--- src/rtl/time_counter_if.sv ---
// Request/status bundle between a controller and the seconds timer.
// Optional remainingSeconds signal exists only when TIME_COUNTER_REMAINING_EN is defined.
interface time_counter_if #(
  parameter int SEC_W = 7
);
  logic [SEC_W-1:0] secondsToCount;
  logic             startCounting;
  logic             timeFinished;
  logic             busy;
  logic [SEC_W-1:0] elapsedSeconds;
`ifdef TIME_COUNTER_REMAINING_EN
  logic [SEC_W-1:0] remainingSeconds;
`endif

  // Level-based protocol, no valid/ready: startCounting is sampled on every
  // rising edge and acts as a (re)start for as long as it is held high;
  // secondsToCount is only meaningful on those edges. Status outputs are
  // registered levels that the controller may sample at any edge.
`ifdef TIME_COUNTER_REMAINING_EN
  modport master (
    output secondsToCount, startCounting,
    input  timeFinished, busy, elapsedSeconds, remainingSeconds
  );
  modport slave (
    input  secondsToCount, startCounting,
    output timeFinished, busy, elapsedSeconds, remainingSeconds
  );
`else
  modport master (
    output secondsToCount, startCounting,
    input  timeFinished, busy, elapsedSeconds
  );
  modport slave (
    input  secondsToCount, startCounting,
    output timeFinished, busy, elapsedSeconds
  );
`endif
endinterface

--- src/rtl/time_counter.sv ---
// Programmable seconds timer: divides CLK into one-second ticks and flags when the requested count elapses.
// Optional feature macro: TIME_COUNTER_REMAINING_EN adds a registered remainingSeconds output.
module time_counter #(
  parameter int CYCLES_PER_SECOND = 10000,
  parameter int SEC_W             = 7
) (
  input  logic           CLK,
  input  logic           RST,
  time_counter_if.slave  bus,
  output logic [1:0]     dbg_state_o
);

  localparam int CNT_W = (CYCLES_PER_SECOND > 1) ? $clog2(CYCLES_PER_SECOND) : 1;
  localparam logic [CNT_W-1:0] TERM_CNT = CNT_W'(CYCLES_PER_SECOND - 1);

  typedef enum logic [1:0] {
    IDLE     = 2'd0,
    COUNTING = 2'd1,
    DONE     = 2'd2
  } state_t;

  state_t           state_q, state_d;
  logic [CNT_W-1:0] cnt_q, cnt_d;
  logic [SEC_W-1:0] elapsed_q, elapsed_d;
  logic [SEC_W-1:0] target_q, target_d;
  logic             fin_q, fin_d;
  logic             busy_q, busy_d;
  logic [SEC_W-1:0] sec_inc;

  always_ff @(posedge CLK or posedge RST) begin
    if (RST) begin
      state_q   <= IDLE;
      cnt_q     <= '0;
      elapsed_q <= '0;
      target_q  <= '0;
      fin_q     <= 1'b0;
      busy_q    <= 1'b0;
    end else begin
      state_q   <= state_d;
      cnt_q     <= cnt_d;
      elapsed_q <= elapsed_d;
      target_q  <= target_d;
      fin_q     <= fin_d;
      busy_q    <= busy_d;
    end
  end

  // A start request overrides whatever the current state would have done.
  always_comb begin
    state_d   = state_q;
    cnt_d     = cnt_q;
    elapsed_d = elapsed_q;
    target_d  = target_q;
    fin_d     = fin_q;
    sec_inc   = elapsed_q + SEC_W'(1);
    if (bus.startCounting) begin
      target_d  = bus.secondsToCount;
      cnt_d     = '0;
      elapsed_d = '0;
      fin_d     = 1'b0;
      state_d   = (bus.secondsToCount == '0) ? DONE : COUNTING;
    end else begin
      case (state_q)
        COUNTING: begin
          if (cnt_q == TERM_CNT) begin
            cnt_d     = '0;
            elapsed_d = sec_inc;
            if (sec_inc == target_q) begin
              state_d = DONE;
              fin_d   = 1'b1;
            end
          end else begin
            cnt_d = cnt_q + CNT_W'(1);
          end
        end
        // Also covers a zero target: finished appears one edge after the start edge.
        DONE:    fin_d = 1'b1;
        default: ;
      endcase
    end
    busy_d = (state_d == COUNTING);
  end

  assign bus.timeFinished   = fin_q;
  assign bus.busy           = busy_q;
  assign bus.elapsedSeconds = elapsed_q;
  assign dbg_state_o        = state_q;

`ifdef TIME_COUNTER_REMAINING_EN
  logic [SEC_W-1:0] rem_q, rem_d;

  always_comb begin
    rem_d = '0;
    if (state_d == COUNTING) begin
      rem_d = target_d - elapsed_d;
    end
  end

  always_ff @(posedge CLK or posedge RST) begin
    if (RST) begin
      rem_q <= '0;
    end else begin
      rem_q <= rem_d;
    end
  end

  assign bus.remainingSeconds = rem_q;
`endif

endmodule

--- src/flat_wrapper.sv ---
// flat-port wrapper written by rule: the top's interface ports become plain ports
module time_counter_flat 
#(
  parameter int CYCLES_PER_SECOND = 10000,
  parameter int SEC_W             = 7
)
  (CLK, RST, dbg_state_o, bus_secondsToCount, bus_startCounting, bus_timeFinished, bus_busy, bus_elapsedSeconds);
  time_counter_if #(.SEC_W(SEC_W)) bus_i ();
  input  logic CLK;
  input  logic RST;
  output logic [1:0] dbg_state_o;
  input wire logic [$bits(bus_i.secondsToCount)-1:0] bus_secondsToCount;
  input wire logic [$bits(bus_i.startCounting)-1:0] bus_startCounting;
  output wire logic [$bits(bus_i.timeFinished)-1:0] bus_timeFinished;
  output wire logic [$bits(bus_i.busy)-1:0] bus_busy;
  output wire logic [$bits(bus_i.elapsedSeconds)-1:0] bus_elapsedSeconds;
  assign bus_i.secondsToCount = bus_secondsToCount;
  assign bus_i.startCounting = bus_startCounting;
  assign bus_timeFinished = bus_i.timeFinished;
  assign bus_busy = bus_i.busy;
  assign bus_elapsedSeconds = bus_i.elapsedSeconds;
  time_counter #(.CYCLES_PER_SECOND(CYCLES_PER_SECOND), .SEC_W(SEC_W)) u_core (.CLK(CLK), .RST(RST), .bus(bus_i), .dbg_state_o(dbg_state_o));
endmodule
--- config.mk ---
export PLATFORM = sky130hd
export DESIGN_NAME = time_counter_flat
export DESIGN_NICKNAME = d
export VERILOG_FILES = /design/src/rtl/time_counter_if.sv /design/src/rtl/time_counter.sv /design/src/flat_wrapper.sv
export SDC_FILE = /design/constraint.sdc
export NUM_CORES = 1
export LEC_CHECK = 0
export ABC_AREA = 1
export CORE_MARGIN = 2
export CORE_UTILIZATION = 55
export DETAILED_ROUTE_END_ITERATION = 10
export GPL_TIMING_DRIVEN = 1
export MAX_ROUTING_LAYER = met4
export PLACE_DENSITY_LB_ADDON = 0.25
export SLEW_MARGIN = 40
export SYNTH_ARGS = -nofsm -noshare
export SYNTH_HDL_FRONTEND = slang
export SYNTH_SLANG_ARGS = --single-unit
--- constraint.sdc ---
create_clock -name CLK -period 1.9 [get_ports CLK]
set_input_delay 0.38 -clock CLK [delete_from_list [all_inputs] [get_ports CLK]]
set_output_delay 0.38 -clock CLK [all_outputs]
set_load 0.01 [all_outputs]
Word-level counts from Yosys, hierarchy flattened

Index checks and enable logic that the tools add are counted.

Flip-flop bits (word level): 32
Input port bits: 10
Output and inout bits: 11
Logic and storage cells: 36

Add/sub/neg operators: 2
Eq/ne operators: 7
Mux-type cells: 15
Reductions and logical operators: 6

Operators by type and width:

| kind                                                   | number |
|---|---|
| 2-to-1 mux 14 bit                                      | 3 |
| 2-to-1 mux 7 bit                                       | 3 |
| adder 14 x 1 -> 14 bit (second input constant)         | 1 |
| equality test 14 bit (second input constant)           | 1 |
| 2-to-1 mux 2 bit                                       | 5 |
| adder 7 x 1 -> 7 bit (second input constant)           | 1 |
| equality test 7 bit                                    | 1 |
| logical NOT 7 bit                                      | 1 |
| inequality test 3 x 2 -> 1 bit (second input constant) | 2 |
| equality test 2 x 1 -> 1 bit (second input constant)   | 2 |
| nonzero test 2 bit                                     | 2 |
| 2-to-1 mux 1 bit                                       | 3 |
| AND reduction 3 bit                                    | 1 |
| nonzero test 3 bit                                     | 1 |
| equality test 2 bit (second input constant)            | 1 |
| one-hot mux 1 bit (2 select lines)                     | 1 |
| AND reduction 2 bit                                    | 1 |

Depth between registers and ports, before layout

Depth after elaboration: 7
Gate-level depth with buffers: 15
Depth with buffers taken out: 15

Worst setup path before layout

Ideal clock, no wire load.

Path kind: register -> register
From: register u_core.elapsed_q[0], in the netlist u_core.bus.elapsedSeconds[0]
To: register u_core.fin_q, in the netlist u_core.bus.timeFinished
Setup time: 0.117 ns
Arrival time: 1.563 ns
Required time: 1.783 ns
Path slack: 0.220 ns
Cell stages (with the launch flop): 16
Buffers on the path: 0
Clock period less this slack: 1.680 ns
Cells stage by stage: dfrtp_1 > ha_1 > nand2_2 > inv_1 > nor2_1 > inv_1 > nand2_1 > nand2_1 > inv_1 > nand2_1 > nor2_2 > nand2_1 > nand2_1 > nand2_1 > nand2_1 > nand2_1

Word-level cells in the longest chain between the ends: 4

RTL lines:

| item                                            | RTL line           | source |
|---|---|---|
| start, declared                                 | time_counter.sv:24 | `logic [SEC_W-1:0] elapsed_q, elapsed_d;` |
| start signal, assigned                          | time_counter.sv:41 | `elapsed_q <= elapsed_d;` |
| adder 7 x 1 -> 7 bit                            | time_counter.sv:55 | `sec_inc = elapsed_q + SEC_W'(1);` |
| equality test 7 bit                             | time_counter.sv:68 | `if (sec_inc == target_q) begin` |
| inequality test 3 x 2 -> 1 bit (no source line) | --                 |  |
| AND reduction 3 bit (no source line)            | --                 |  |
| end signal, assigned                            | time_counter.sv:43 | `fin_q <= fin_d;` |
| end, declared                                   | time_counter.sv:26 | `logic fin_q, fin_d;` |

No other way between the ends.
A chain may end at the register's enable or synchronous reset.

Worst setup path in the final report

From: register u_core.elapsed_q[0], in the netlist u_core.bus.elapsedSeconds[0]
To: output port bus_elapsedSeconds[0]

RTL lines:

| item          | RTL line           | source |
|---|---|---|
| end, declared | flat_wrapper.sv:16 | `output wire logic [$bits(bus_i.elapsedSeconds)-1:0] bus_elapsedSeconds;` |

No word-level cell between the ends.

==> summary.md <==
| Metric | Value |
|---|---|
| Status | complete, no violations |
| Die Footprint | 3755 µm² |
| Placed instance count | 313 |
| Clock power share | 40.7% |
| Initial Util | 58.62% |
| # fillers | 265 |
| CP Class | flip-flop to output pin |
| Clock transition at the registers of the reported paths | 0.12 ns |
| Seq pwr share | 49.5% |
| Layout cells sized above 1 | 13.67% |
| Power Dens Cells | 648.4 nW/µm² |
| Yosys Warn Count | 0 |
| Design Area, Final | 2241 µm² |
| TNS Setup | 0 ns |
| Met1 GRT Util | 29.02% |
| Area growth from synthesis to layout | 24.20% |
| Root Driver | clkbuf_4 |
| Clock tree buffer depth | 2 |
| Total gr overflow | 0 |
| Post-synth top area share | 44.38% |
| P_int | 0.001118 W |
| Minimum clock period | 1.775 ns |
| H-tree Lvls | 2 |
| Tightest Pin Transition | 0.4131 ns |
| GPL Wtd Cong | 0.8869 |
| Post-route ant nets | 0 |
| Crit share post-route | 93.43% |
| Worst EP arrival | 1.40 ns |
| Core Util, Final | 72.80% |
| Most frequent cells in the layout | nand2_1, inv_1, dfrtp_1 |
| Slowest cell on crit path | clkdlybuf4s50_1 |
| Vias | 1668 |
| Max cap viols | 0 |
| Maximum VDD drop | 0.4754 mV |
| Cells after synthesis | 241 |
| Worst Path Buf+Inv | 2 |
| Max frequency | 0.5634 GHz |
| Relative slew slack | 72.46% |
| Syn_area_per_cell | 7.486 µm² |
| Syn_nets | 253 |
| Initial antenna violation count | 0 |
| Max incr delay on CP | 0.53 ns |
| CP delay by family, top | buffers and inverters |
| P_sw | 0.0003351 W |
| Hold Fails Final Rpt | 0 |
| Met2 Resource Use GR | 45.59% |
| RSZ-0062 raised after global routing | false |
| Clock skew | 0.01613 ns |
| Leading area contributor after synthesis | dfrtp_1 |
| Post-synthesis register bit count | 32 |
| Cell Chain, Critical Path | buf_4 > clkdlybuf4s50_1 |
| N_diodes | 0 |
| Die width | 61.28 µm |
| I/O pins | 21 |
| Num Clock Sinks | 32 |
| Die height | 61.28 µm |
| WP data required | 1.52 ns |
| Synth area leaders | dfrtp_1, nand2_1, inv_1 |
| Vias per cell | 5.180 |
| Std cell rows | 20 |
| # setup viols final | 0 |
| Vias in the first global route | 1649 |
| DP HPWL | 2.972 mm |
| Total wire length | 3.997 mm |
| Most common cell after layout, fill and taps aside | nand2_1 |
| DR WL/cell | 12.41 µm |
| Worst skew pair latency | 0.34 ns |
| Final slew viol count | 0 |
| DR iter-0 viols | 74 |
| DR pass1 iterations | 4 |
| Sw Share | 23.06% |
| Leak pwr | 1.012 nW |
| First-pass GRT wire length | 6.837 mm |
| Routing usage on met3 | 6.513% |
| CTS buffer count | 5 |
| Crit path capture type | output pin |
| Final nets | 289 |
| Hold Buf Count CTS | 0 |
| Cell area after synthesis | 1804 µm² |
| Crit Path Max Fanout | 7 |
| Register area share after synthesis | 44.38% |
| GR peak layer | met2 |
| CP Launch Type | flip-flop |
| Overall Global Routing Usage | 26.12% |
| Hold crit path type | input pin to asynchronous set/reset pin |
| TritonCTS clock tree | done |
| Largest net degree at the start of global routing | 33 |
| Non-filler cells, final | 322 |
| Post-DP Area | 2126 µm² |
| Logic gate share of total power | 9.8% |
| Core box area | 3078 µm² |
| Count of different cell masters after synthesis | 33 |
| Port buffer count | 20 |
| DRC viols | 0 |
[metrics by stage]
step	setup slack [ns]	total power (W)	hold WS, ns
3_5_place_dp	0.05576	0.0008692	0.4693
3_3_place_gp	0.07438	0.0008662	0.4542
4_1_cts	0.1141	0.001456	0.4297
2_1_floorplan	0.2199	0.0008085	0.4623
6_report	0.1249	0.001453	0.4282
5_1_grt	0.005529	0.001514	0.4745
[worst paths after layout]
path	from	endpoint	slack (ns)	depth (start not counted)
setup reg to reg	u_core.cnt_q[0]	u_core.cnt_q[12]	0.16	9
max in group asynchronous	RST	u_core.cnt_q[8]	1.16	3
min in group CLK	u_core.bus.timeFinished	u_core.bus.timeFinished	0.50	2
setup / recovery	u_core.bus.elapsedSeconds[0]	bus_elapsedSeconds[0]	0.12	2
hold / removal	RST	u_core.cnt_q[2]	0.43	3
hold reg to reg	u_core.bus.timeFinished	u_core.bus.timeFinished	0.50	2
[metal layers]
layer,up-vias,share of wire [%]
met5,-,0
met4,0,1.3
met3,7,4.0
met2,30,53
met1,785,42
li1,846,-
[worst reg2reg max path, delay by kind of cell (launching register included)]
family          cells  cell delay, ns
simple gates        7            0.95
compound gates      1            0.06
flops               1            0.40
fa+ha+maj           1            0.21
[layout make-up]
type / instances / area [µm²] / area share (%)
timing repair buffer: 31 / 282.8 / 12.62
clock inverter: 1 / 30.03 / 1.340
tap: 44 / 55.05 / 2.457
clock buffer: 7 / 65.06 / 2.903
sequential: 32 / 800.8 / 35.73
inverter: 36 / 135.1 / 6.030
multi-input combinational: 171 / 872.1 / 38.92
[power by group through the flow]
stage	sequential (W)	combinational [W]	clock, W
2_1_floorplan	0.000731	0.0000779	0
3_3_place_gp	0.000731	0.000135	0
3_5_place_dp	0.000731	0.000138	0
4_1_cts	0.000718	0.000138	0.000600
5_1_grt	0.000722	0.000162	0.000630
6_report	0.000719	0.000143	0.000592
[flip-flops by register name, indices dropped and copies added, names as in the netlist]
| register | cells |
|---|---|
| u_core.dbg_state_o | 2 |
| u_core.bus.timeFinished | 1 |
| u_core.cnt_q | 14 |
| u_core.target_q | 7 |
| u_core.bus.elapsedSeconds | 7 |
| u_core.bus.busy | 1 |
[synth_stat cells]
cell       count
a22oi_1        1
o21bai_1       1
nand2_2        2
a31oi_2        1
o21ai_0       14
ha_1           2
a22o_1         1
nor2_4         1
buf_1          1
nor3_2         2
or2_0          2
nor3_1         2
nand2_1       73
o21ai_2        1
o22ai_1        4
inv_1         34
nand3_1       17
nand3_2        2
or2_2          1
a2bb2oi_1      1
nor2_2         5
xor2_1         2
nand4_1        5
nor4_1         1
o21a_1         1
a21oi_1        4
nor2_1        16
xnor2_1        2
a22oi_2        1
buf_2          1
o21ai_1        6
inv_2          2
dfrtp_1       32
[what timing repair did]
action                                  in CTS  in global routing
gates resized for setup                      0                  3
endpoints found under the setup margin       0                  3
buffers inserted                             0                  1
[cell families (layout without fill, tap and decap cells)]
group	count (synthesis)	after routing	synth area share, %
AND/OR/NAND/NOR	129	129	32.18
buffers and inverters	38	75	7.975
AO/OA/AOI/OAI	36	36	12.14
flip-flops	32	32	44.38
XOR/XNOR	4	4	1.942
adder cells (fa/ha/maj)	2	2	1.387
Note: power is estimated with default switching activity, not from simulation.
